<file path="config.mk">
export PLATFORM = sky130hd
export DESIGN_NAME = m_memarb
export DESIGN_NICKNAME = d
export VERILOG_FILES = /design/src/rtl/m_memarb_pkg.sv /design/src/rtl/m_starve_cnt.sv /design/src/rtl/m_memarb.sv
export SDC_FILE = /design/constraint.sdc
export NUM_CORES = 1
export LEC_CHECK = 0
export BUFFER_PORTS_ARGS = -buffer_cell sky130_fd_sc_hd__buf_2
export CORE_AREA = 2 2 80 82
export DETAILED_ROUTE_END_ITERATION = 12
export DIE_AREA = 0 0 82 84
export PLACE_DENSITY = 0.65
export SLEW_MARGIN = 40
export SYNTH_ARGS = -nofsm -noshare
export SYNTH_HDL_FRONTEND = slang
export SYNTH_SLANG_ARGS = --single-unit
</file>
<file path="constraint.sdc">
create_clock -name w_clk -period 2.4 [get_ports w_clk]
set_clock_uncertainty 0.1 [all_clocks]
set_input_delay 0.12 -clock w_clk [delete_from_list [all_inputs] [get_ports w_clk]]
set_output_delay 0.12 -clock w_clk [all_outputs]
set_load 0.005 [all_outputs]
</file>
<file path="src/rtl/m_memarb_pkg.sv">
// Shared processor constants for the two-port memory arbiter: default
// memory geometry, port indices and the round-robin tie-break helper.
package m_memarb_pkg;

    localparam int ADDR_W_DEF = 11;
    localparam int DATA_W_DEF = 32;

    localparam logic P_DATA  = 1'b0;
    localparam logic P_FETCH = 1'b1;

    // On a tie under round-robin the port that did not win last time wins now.
    function automatic logic rr_winner(input logic last);
        return ~last;
    endfunction

endpackage

</file>
<file path="src/rtl/m_starve_cnt.sv">
// Saturating up-counter tracking how many consecutive cycles the fetch port
// has been kept waiting. Clear has priority over increment.
module m_starve_cnt #(
    parameter int MAX = 4,
    parameter int W   = $clog2(MAX + 1)
) (
    input  logic         w_clk,
    input  logic         w_rst,
    input  logic         inc,
    input  logic         clr,
    output logic [W-1:0] count
);

    // Count waiting cycles, stopping at MAX until the port is served or idles.
    always_ff @(posedge w_clk or posedge w_rst) begin
        if (w_rst) begin
            count <= '0;
        end else if (clr) begin
            count <= '0;
        end else if (inc && (count != W'(MAX))) begin
            count <= count + W'(1);
        end
    end

endmodule

</file>
<file path="src/rtl/m_memarb.sv">
// Two-port single-memory arbiter. Port 0 is the data (MEM stage) side, port 1
// the fetch/loader side. The grant is combinational so an uncontended request
// is served in the cycle it appears; reads return one cycle later.
module m_memarb
    import m_memarb_pkg::*;
#(
    parameter int ADDR_W   = ADDR_W_DEF,
    parameter int DATA_W   = DATA_W_DEF,
    parameter int MAX_WAIT = 4,
    parameter int WAIT_W   = $clog2(MAX_WAIT + 1)
) (
    input  logic              w_clk,
    input  logic              w_rst,
    input  logic              w_rr,
    input  logic              w_req0,
    input  logic              w_we0,
    input  logic [ADDR_W-1:0] w_addr0,
    input  logic [DATA_W-1:0] w_din0,
    output logic              w_gnt0,
    output logic              w_rvld0,
    input  logic              w_req1,
    input  logic              w_we1,
    input  logic [ADDR_W-1:0] w_addr1,
    input  logic [DATA_W-1:0] w_din1,
    output logic              w_gnt1,
    output logic              w_rvld1,
    output logic [DATA_W-1:0] w_rdata,
    output logic [ADDR_W-1:0] w_maddr,
    output logic              w_mwe,
    output logic [DATA_W-1:0] w_mdin,
    input  logic [DATA_W-1:0] w_mdout,
    output logic [WAIT_W-1:0] w_wait1
);

    logic              r_last;
    logic [WAIT_W-1:0] r_wait1;
    logic              tie_win;
    logic              wait_inc;

    // Starvation counter: grows while port 1 asks and loses, clears otherwise.
    assign wait_inc = w_req1 & ~w_gnt1;

    m_starve_cnt #(
        .MAX (MAX_WAIT),
        .W   (WAIT_W)
    ) u_starve_cnt (
        .w_clk (w_clk),
        .w_rst (w_rst),
        .inc   (wait_inc),
        .clr   (~wait_inc),
        .count (r_wait1)
    );

    assign w_wait1 = r_wait1;
    assign w_rdata = w_mdout;

    // Pick a winner and steer the memory side; reset blocks every grant.
    always_comb begin
        if (w_rr) begin
            tie_win = rr_winner(r_last);
        end else begin
            tie_win = (r_wait1 == WAIT_W'(MAX_WAIT)) ? P_FETCH : P_DATA;
        end

        w_gnt0 = 1'b0;
        w_gnt1 = 1'b0;
        if (!w_rst) begin
            if (w_req0 && w_req1) begin
                w_gnt0 = (tie_win == P_DATA);
                w_gnt1 = (tie_win == P_FETCH);
            end else begin
                w_gnt0 = w_req0;
                w_gnt1 = w_req1;
            end
        end

        w_maddr = '0;
        w_mdin  = '0;
        w_mwe   = 1'b0;
        if (w_gnt0) begin
            w_maddr = w_addr0;
            w_mdin  = w_din0;
            w_mwe   = w_we0;
        end else if (w_gnt1) begin
            w_maddr = w_addr1;
            w_mdin  = w_din1;
            w_mwe   = w_we1;
        end
    end

    // Remember the last winner for round-robin and flag read returns.
    always_ff @(posedge w_clk or posedge w_rst) begin
        if (w_rst) begin
            r_last  <= P_FETCH;
            w_rvld0 <= 1'b0;
            w_rvld1 <= 1'b0;
        end else begin
            if (w_gnt0) begin
                r_last <= P_DATA;
            end else if (w_gnt1) begin
                r_last <= P_FETCH;
            end
            w_rvld0 <= w_gnt0 & ~w_we0;
            w_rvld1 <= w_gnt1 & ~w_we1;
        end
    end

endmodule
</file>
# Word-level counts from Yosys, hierarchy flattened

Cells that the tools add are included.

Add/sub/neg operators: 1
Equality and inequality tests: 3
Mux-type cells: 16
Bitwise logic cells: 8
Reduce and logical (&&, ||, !) cells: 3

Operator list:

| cell                                          | count |
|---|---|
| two-way mux 32 bit                            | 2 |
| two-way mux 11 bit                            | 2 |
| two-way mux 1 bit                             | 10 |
| two-way mux 3 bit                             | 2 |
| NOT 1 bit                                     | 5 |
| adder 3 x 1 -> 3 bit (second input constant)  | 1 |
| AND 1 bit                                     | 3 |
| == test 3 bit (second input constant)         | 1 |
| inequality test 3 bit (second input constant) | 1 |
| logical AND 1 bit                             | 2 |
| inequality test 2 bit (second input constant) | 1 |
| nonzero test 2 bit                            | 1 |

Register bits: 6
Input port bits: 125
Output and inout port bits: 83
Word-level logic and storage cells: 35

# Longest topological paths before layout

Depth in word-level cells: 10
Gate-level depth with buffers: 7
Mapped depth without buffers: 5

# Modules after synthesis

Synthesis repeated with hierarchy kept, for this count alone.

Cells, all modules: 123
Area, all modules: 1102.3 um^2

Modules (own cells, without submodules):

| module       | instances | cells each | area an instance (um^2) | sequential area each (um^2) |
|---|---|---|---|---|
| m_memarb     | 1         | 105        | 904.6                   | 76.3 |
| m_starve_cnt | 1         | 18         | 197.7                   | 75.1 |

# Worst setup path before layout

No wires, ideal clock.

Path type: reg2out
From: reg u_starve_cnt.count[0]
To: out w_maddr[5]
Arrival time: 1.396 ns
Required time: 2.180 ns
Slack: 0.784 ns
Stages on the path, launching flop included: 8
Path buffers: 2
Cell sequence: dfrtp_1 inv_1 ha_1 nand3b_4 a31o_1 buf_6 buf_6 o32ai_1

Cells in the longest elaborated chain, start to end: 7
Elaborated cells between the ends (all ways): 10
Classes of those cells: eq/ne: 1; mux: 8; bitwise: 1

RTL lines:

| what                                                    | RTL line                       | text |
|---|---|---|
| from (decl)                                             | m_starve_cnt.sv:11             | `output logic [W-1:0] count` |
| from (signal assigned)                                  | m_starve_cnt.sv:21             | `count <= count + W'(1);` |
| == test 3 bit (*)                                       | m_memarb.sv:62                 | `tie_win = (r_wait1 == WAIT_W'(MAX_WAIT)) ? P_FETCH : P_DATA;` |
| two-way mux 1 bit (*)                                   | m_memarb.sv:62                 |  |
| two-way mux 1 bit (*)                                   | m_memarb.sv:59                 | `if (w_rr) begin` |
| two-way mux 1 bit or NOT 1 bit (tied branches)          | m_memarb.sv:68, m_memarb.sv:69 |  |
| two-way mux 1 bit (on tied branches)                    | m_memarb.sv:67, m_memarb.sv:68 |  |
| two-way mux 11 bit or two-way mux 1 bit (tied branches) | m_memarb.sv:84, m_memarb.sv:67 |  |
| two-way mux 11 bit (*)                                  | m_memarb.sv:80                 | `if (w_gnt0) begin` |
| to (decl)                                               | m_memarb.sv:28                 | `output logic [ADDR_W-1:0] w_maddr,` |

Mark *: on every way between the ends. The rest lies on a longest branch, timed or not.

# Worst setup path in the final report

From: reg u_starve_cnt.count[0]
To: out w_mdin[12]

Cells in the longest elaborated chain, start to end: 7
Elaborated cells between the ends (all ways): 10
Classes of those cells: eq/ne: 1; mux: 8; bitwise: 1

RTL lines:

| what                                                    | RTL line                       | text |
|---|---|---|
| == test 3 bit (*)                                       | m_memarb.sv:62                 |  |
| two-way mux 1 bit (*)                                   | m_memarb.sv:62                 |  |
| two-way mux 1 bit (*)                                   | m_memarb.sv:59                 |  |
| two-way mux 1 bit or NOT 1 bit (tied branches)          | m_memarb.sv:68, m_memarb.sv:69 |  |
| two-way mux 1 bit (on tied branches)                    | m_memarb.sv:67, m_memarb.sv:68 |  |
| two-way mux 32 bit or two-way mux 1 bit (tied branches) | m_memarb.sv:84, m_memarb.sv:67 |  |
| two-way mux 32 bit (*)                                  | m_memarb.sv:80                 |  |
| to (decl)                                               | m_memarb.sv:30                 | `output logic [DATA_W-1:0] w_mdin,` |

Marks and branches as above.

==> results by group <==
Synth
  – Number of flip-flops and latches in the synthesized netlist: 6
  – Number of enable flip-flop cells after synthesis: 0
  – Most common cell in the synthesized netlist: sky130_fd_sc_hd__inv_1
  – Post-synthesis async set-or-reset flop share: 100.0%
  – Number of unique standard cell types used by synthesis: 27
  – Dominant register cell in the synthesized netlist: sky130_fd_sc_hd__dfrtp_1
  – Cells after Synth: between 200 and 250
  – Mapped Nets: about 340
  – Largest area contributor in the synthesized netlist: sky130_fd_sc_hd__o32ai_1
  – Yosys warning count: 0
  – Fraction of post-synthesis cell area in the top cell type by area: between 20 and 25%
  – Cell types with the highest counts after synthesis: 47 x sky130_fd_sc_hd__inv_1, 46 x sky130_fd_sc_hd__nand2_1, 38 x sky130_fd_sc_hd__o32ai_1, 32 x sky130_fd_sc_hd__buf_4, 9 x sky130_fd_sc_hd__buf_6
  – Register area share after synthesis: 10.20%
  – Synth Cell Area: 1484 um^2
  – Biggest area contributors in the synthesized netlist: sky130_fd_sc_hd__o32ai_1 22%, sky130_fd_sc_hd__buf_4 16%, sky130_fd_sc_hd__inv_1 12%
  – Mean post-synth cell area: approximately 7 um^2

STA
  – Unrepaired setup endpoints after global routing: false
  – Final period utilization: 90.78%
  – Worst slew margin relative to its limit: ~56%
  – Final critical path time including I/O delays and setup: between 2000 and 2500 ps
  – Final Hold Vio Count: 0
  – Max-slew violation count: 0
  – Count of final setup violators: 0
  – Setup TNS after final layout: 0 ps
  – Slew @ Worst Pin: around 660 ps
  – Highest achievable clock rate: 459.0 MHz

Pwr
  – Relative contribution of combinational cells to total power: a little under three fifths
  – Share of total power in sequential cells: between 10% and 20%
  – Clock network fraction of total power: a little over a quarter
  – Leakage power: 1.221 nW
  – Switching share of power: around 37%
  – Power Dens Cells: 309.1 nW/um^2
  – Net Switching: 0.2310 mW
  – Worst vdd ir: 0.0002744 V
  – Cell-internal power: 0.3947 mW

Status
  – Run status: finished clean

CTS
  – CTS Buffer Depth: 2
  – Post-CTS setup buffer count: 0
  – H-tree Lvls: 1
  – CTS Buf Count: 3
  – Clock tree from TritonCTS: yes
  – CTS sink count: 6
  – Gates resized, CTS repair: 0
  – Clock transition at the registers of the reported paths: approximately 40 ps
  – Clock network latency to the later pin of the worst-skew pair: 230 ps
  – Clk root buf: sky130_fd_sc_hd__clkbuf_8

Global route
  – Pin count of the biggest net entering global routing: 49
  – Global-route wire length before repair: between 7000 and 8000 um
  – Number of antenna violations at the first check in global routing: 0
  – Vias in the first global route: 1694
  – Final global-route overflow total: 0
  – GRT Resource Usage Total: about an eighth

Worst setup path
  – Setup CP Type: reg -> out
  – Capture point of the worst reg-to-reg path: w_rvld1
  – Kind of cell with the highest combined delay on the critical path: compound AO/OA/AOI/OAI gates
  – CP max FO: 44
  – Arrival time worst endpoint: between 1500 and 2000 ps
  – Slowest cell delay on critical path: between 500 and 600 ps
  – Reg-to-reg slack, setup: around 630 ps
  – Launch instance of the worst register-to-register path: u_starve_cnt.count[0]
  – Data required time at the worst endpoint: 2180 ps
  – Highest-delay cell along the critical path: sky130_fd_sc_hd__a31o_4
  – Critical Path Sink Type: output pin
  – Startpoint type of the worst setup path: flip-flop
  – Start point of the critical path: u_starve_cnt.count[0]
  – Worst path bufs/invs: 2
  – Critical path, cell by cell: inv_1 > ha_1 > nand3b_4 > a31o_4 > o32ai_1 > buf_2
  – Worst reg-to-reg path cell count: 5

Hold path
  – Capture endpoint of the worst hold path: r_last
  – Worst hold start: w_req1
  – Worst hold path cell count: 2
  – Hold WC Path Type: in -> reg

Place
  – Hpwl dp: 3739 um
  – Placer Congestion: 0.7289
  – Buffers on Ports: 143

Floorplan
  – Number of standard-cell rows in the floorplan: 29
  – Num ports: 208
  – Core ar.: slightly above 6000 um^2
  – Starting density of the core: 24.34%
  – Die Ht: 84 um
  – Overall die area: 6888 um^2
  – DIE WIDTH: 82 um

Detailed routing
  – Count of nets left with antenna violations after detail routing: 0
  – Post-route DRC violation count: 0
  – Ratio of routed vias to standard cells: 4.556
  – Router iterations before antenna repair: 4
  – Total number of vias: around 1800
  – WL per Instance: 12.82 um
  – DRC violation total after the first TritonRoute iteration: 45
  – Detailed Route WL: approximately 5000 um

Finish
  – Area growth from synthesis to layout: 36.42%
  – Final Core Density: 33.21%
  – Diode count: 0
  – Final net count: 445
  – Ratio of cells with drive above 1 in the final layout: 50.79%
  – Number of filler cells placed in the layout: ~690

Flow run
  – Max cap viols: 0
[metrics by stage]
stage / cell area (um^2) / cells / hold WS (ps) / setup WS (ps) / power, mW
after floorplan: 1484 / 214 / 89.01 / 783.9 / 0.3588
after global placement: 1949 / 388 / 140.0 / 135.5 / 0.4528
after detailed placement: 1958 / 388 / 140.0 / 464.1 / 0.4619
after CTS: 2023 / 394 / 67.27 / 208.1 / 0.6396
after global routing: 2024 / 394 / 81.31 / 111.3 / 0.6794
final: 2024 / 394 / 72.15 / 221.2 / 0.6257
[repair_timing]
action                     4_1_cts  5_1_grt
hold buffers                     2        0
setup endpoints to repair        0        0
hold endpoints to repair         2        0
[registers in the layout, summed over array words and instances, names as in the netlist]
| name | cells |
|---|---|
| r_last | 1 |
| u_starve_cnt.count | 3 |
| w_rvld0 | 1 |
| w_rvld1 | 1 |
[layout make-up]
| type | instances | area [um^2] | area share [%] |
|---|---|---|---|
| tap | 77 | 96.34 | 4.759 |
| sequential | 6 | 151.4 | 7.478 |
| inverter | 48 | 181.4 | 8.962 |
| multi-input combinational | 110 | 784.5 | 38.75 |
| clock buffer | 4 | 45.04 | 2.225 |
| timing repair buffer | 149 | 765.7 | 37.82 |
[power by group through the flow]
stage / combinational, mW / sequential (mW) / clock (mW)
finish: 0.344 / 0.116 / 0.166
global route: 0.382 / 0.118 / 0.180
CTS: 0.349 / 0.116 / 0.175
detailed placement: 0.345 / 0.117 / 0
global placement: 0.336 / 0.117 / 0
floorplan: 0.242 / 0.117 / 0
[worst max-delay path by stage]
stage                       endpoint  slack (ps)  depth (start not counted)
final                     w_mdin[12]         220                          6
after global placement    w_mdin[29]         140                          6
after detailed placement  w_mdin[12]         460                          6
after floorplan           w_maddr[5]         780                          7
after CTS                 w_mdin[12]         210                          6
after global routing      w_mdin[29]         110                          6
[kinds of logic after synthesis]
logic type	synth area share, %
adders and majority gates	1.686
AOI/OAI and AO/OA	32.38
buffers and inverters	37.52
DFF	10.20
muxes	0.6746
xor gates and xnor gates	0.5903
and+or+nand+nor	16.95
[per-layer routing]
| layer | GRT usage [%] | part of all wire [%] | vias to the layer above | wire, um |
|---|---|---|---|---|
| met5 | 0 | 0 | - | 0 |
| met4 | 6.364 | 3.2 | 0 | 162 |
| met3 | 1.190 | 5.5 | 17 | 279 |
| met2 | 25.06 | 52 | 66 | 2606 |
| met1 | 14.13 | 40 | 811 | 2004 |
| li1 | - | - | 901 | - |
[cells in the final DEF, fill, tap and decap left out, drive strengths merged, types with 2 or more instances in the layout]
master | netlist | final
ha | 2 | 2
o32ai | 44 | 44
nand2 | 46 | 46
dlygate4sd3 | 0 | 2
clkbuf | 8 | 4
nor3 | 4 | 4
a31oi | 2 | 2
inv | 48 | 47
buf | 42 | 147
dfrtp | 5 | 5
nand3b | 2 | 2
(Power assumes the default switching activity.)
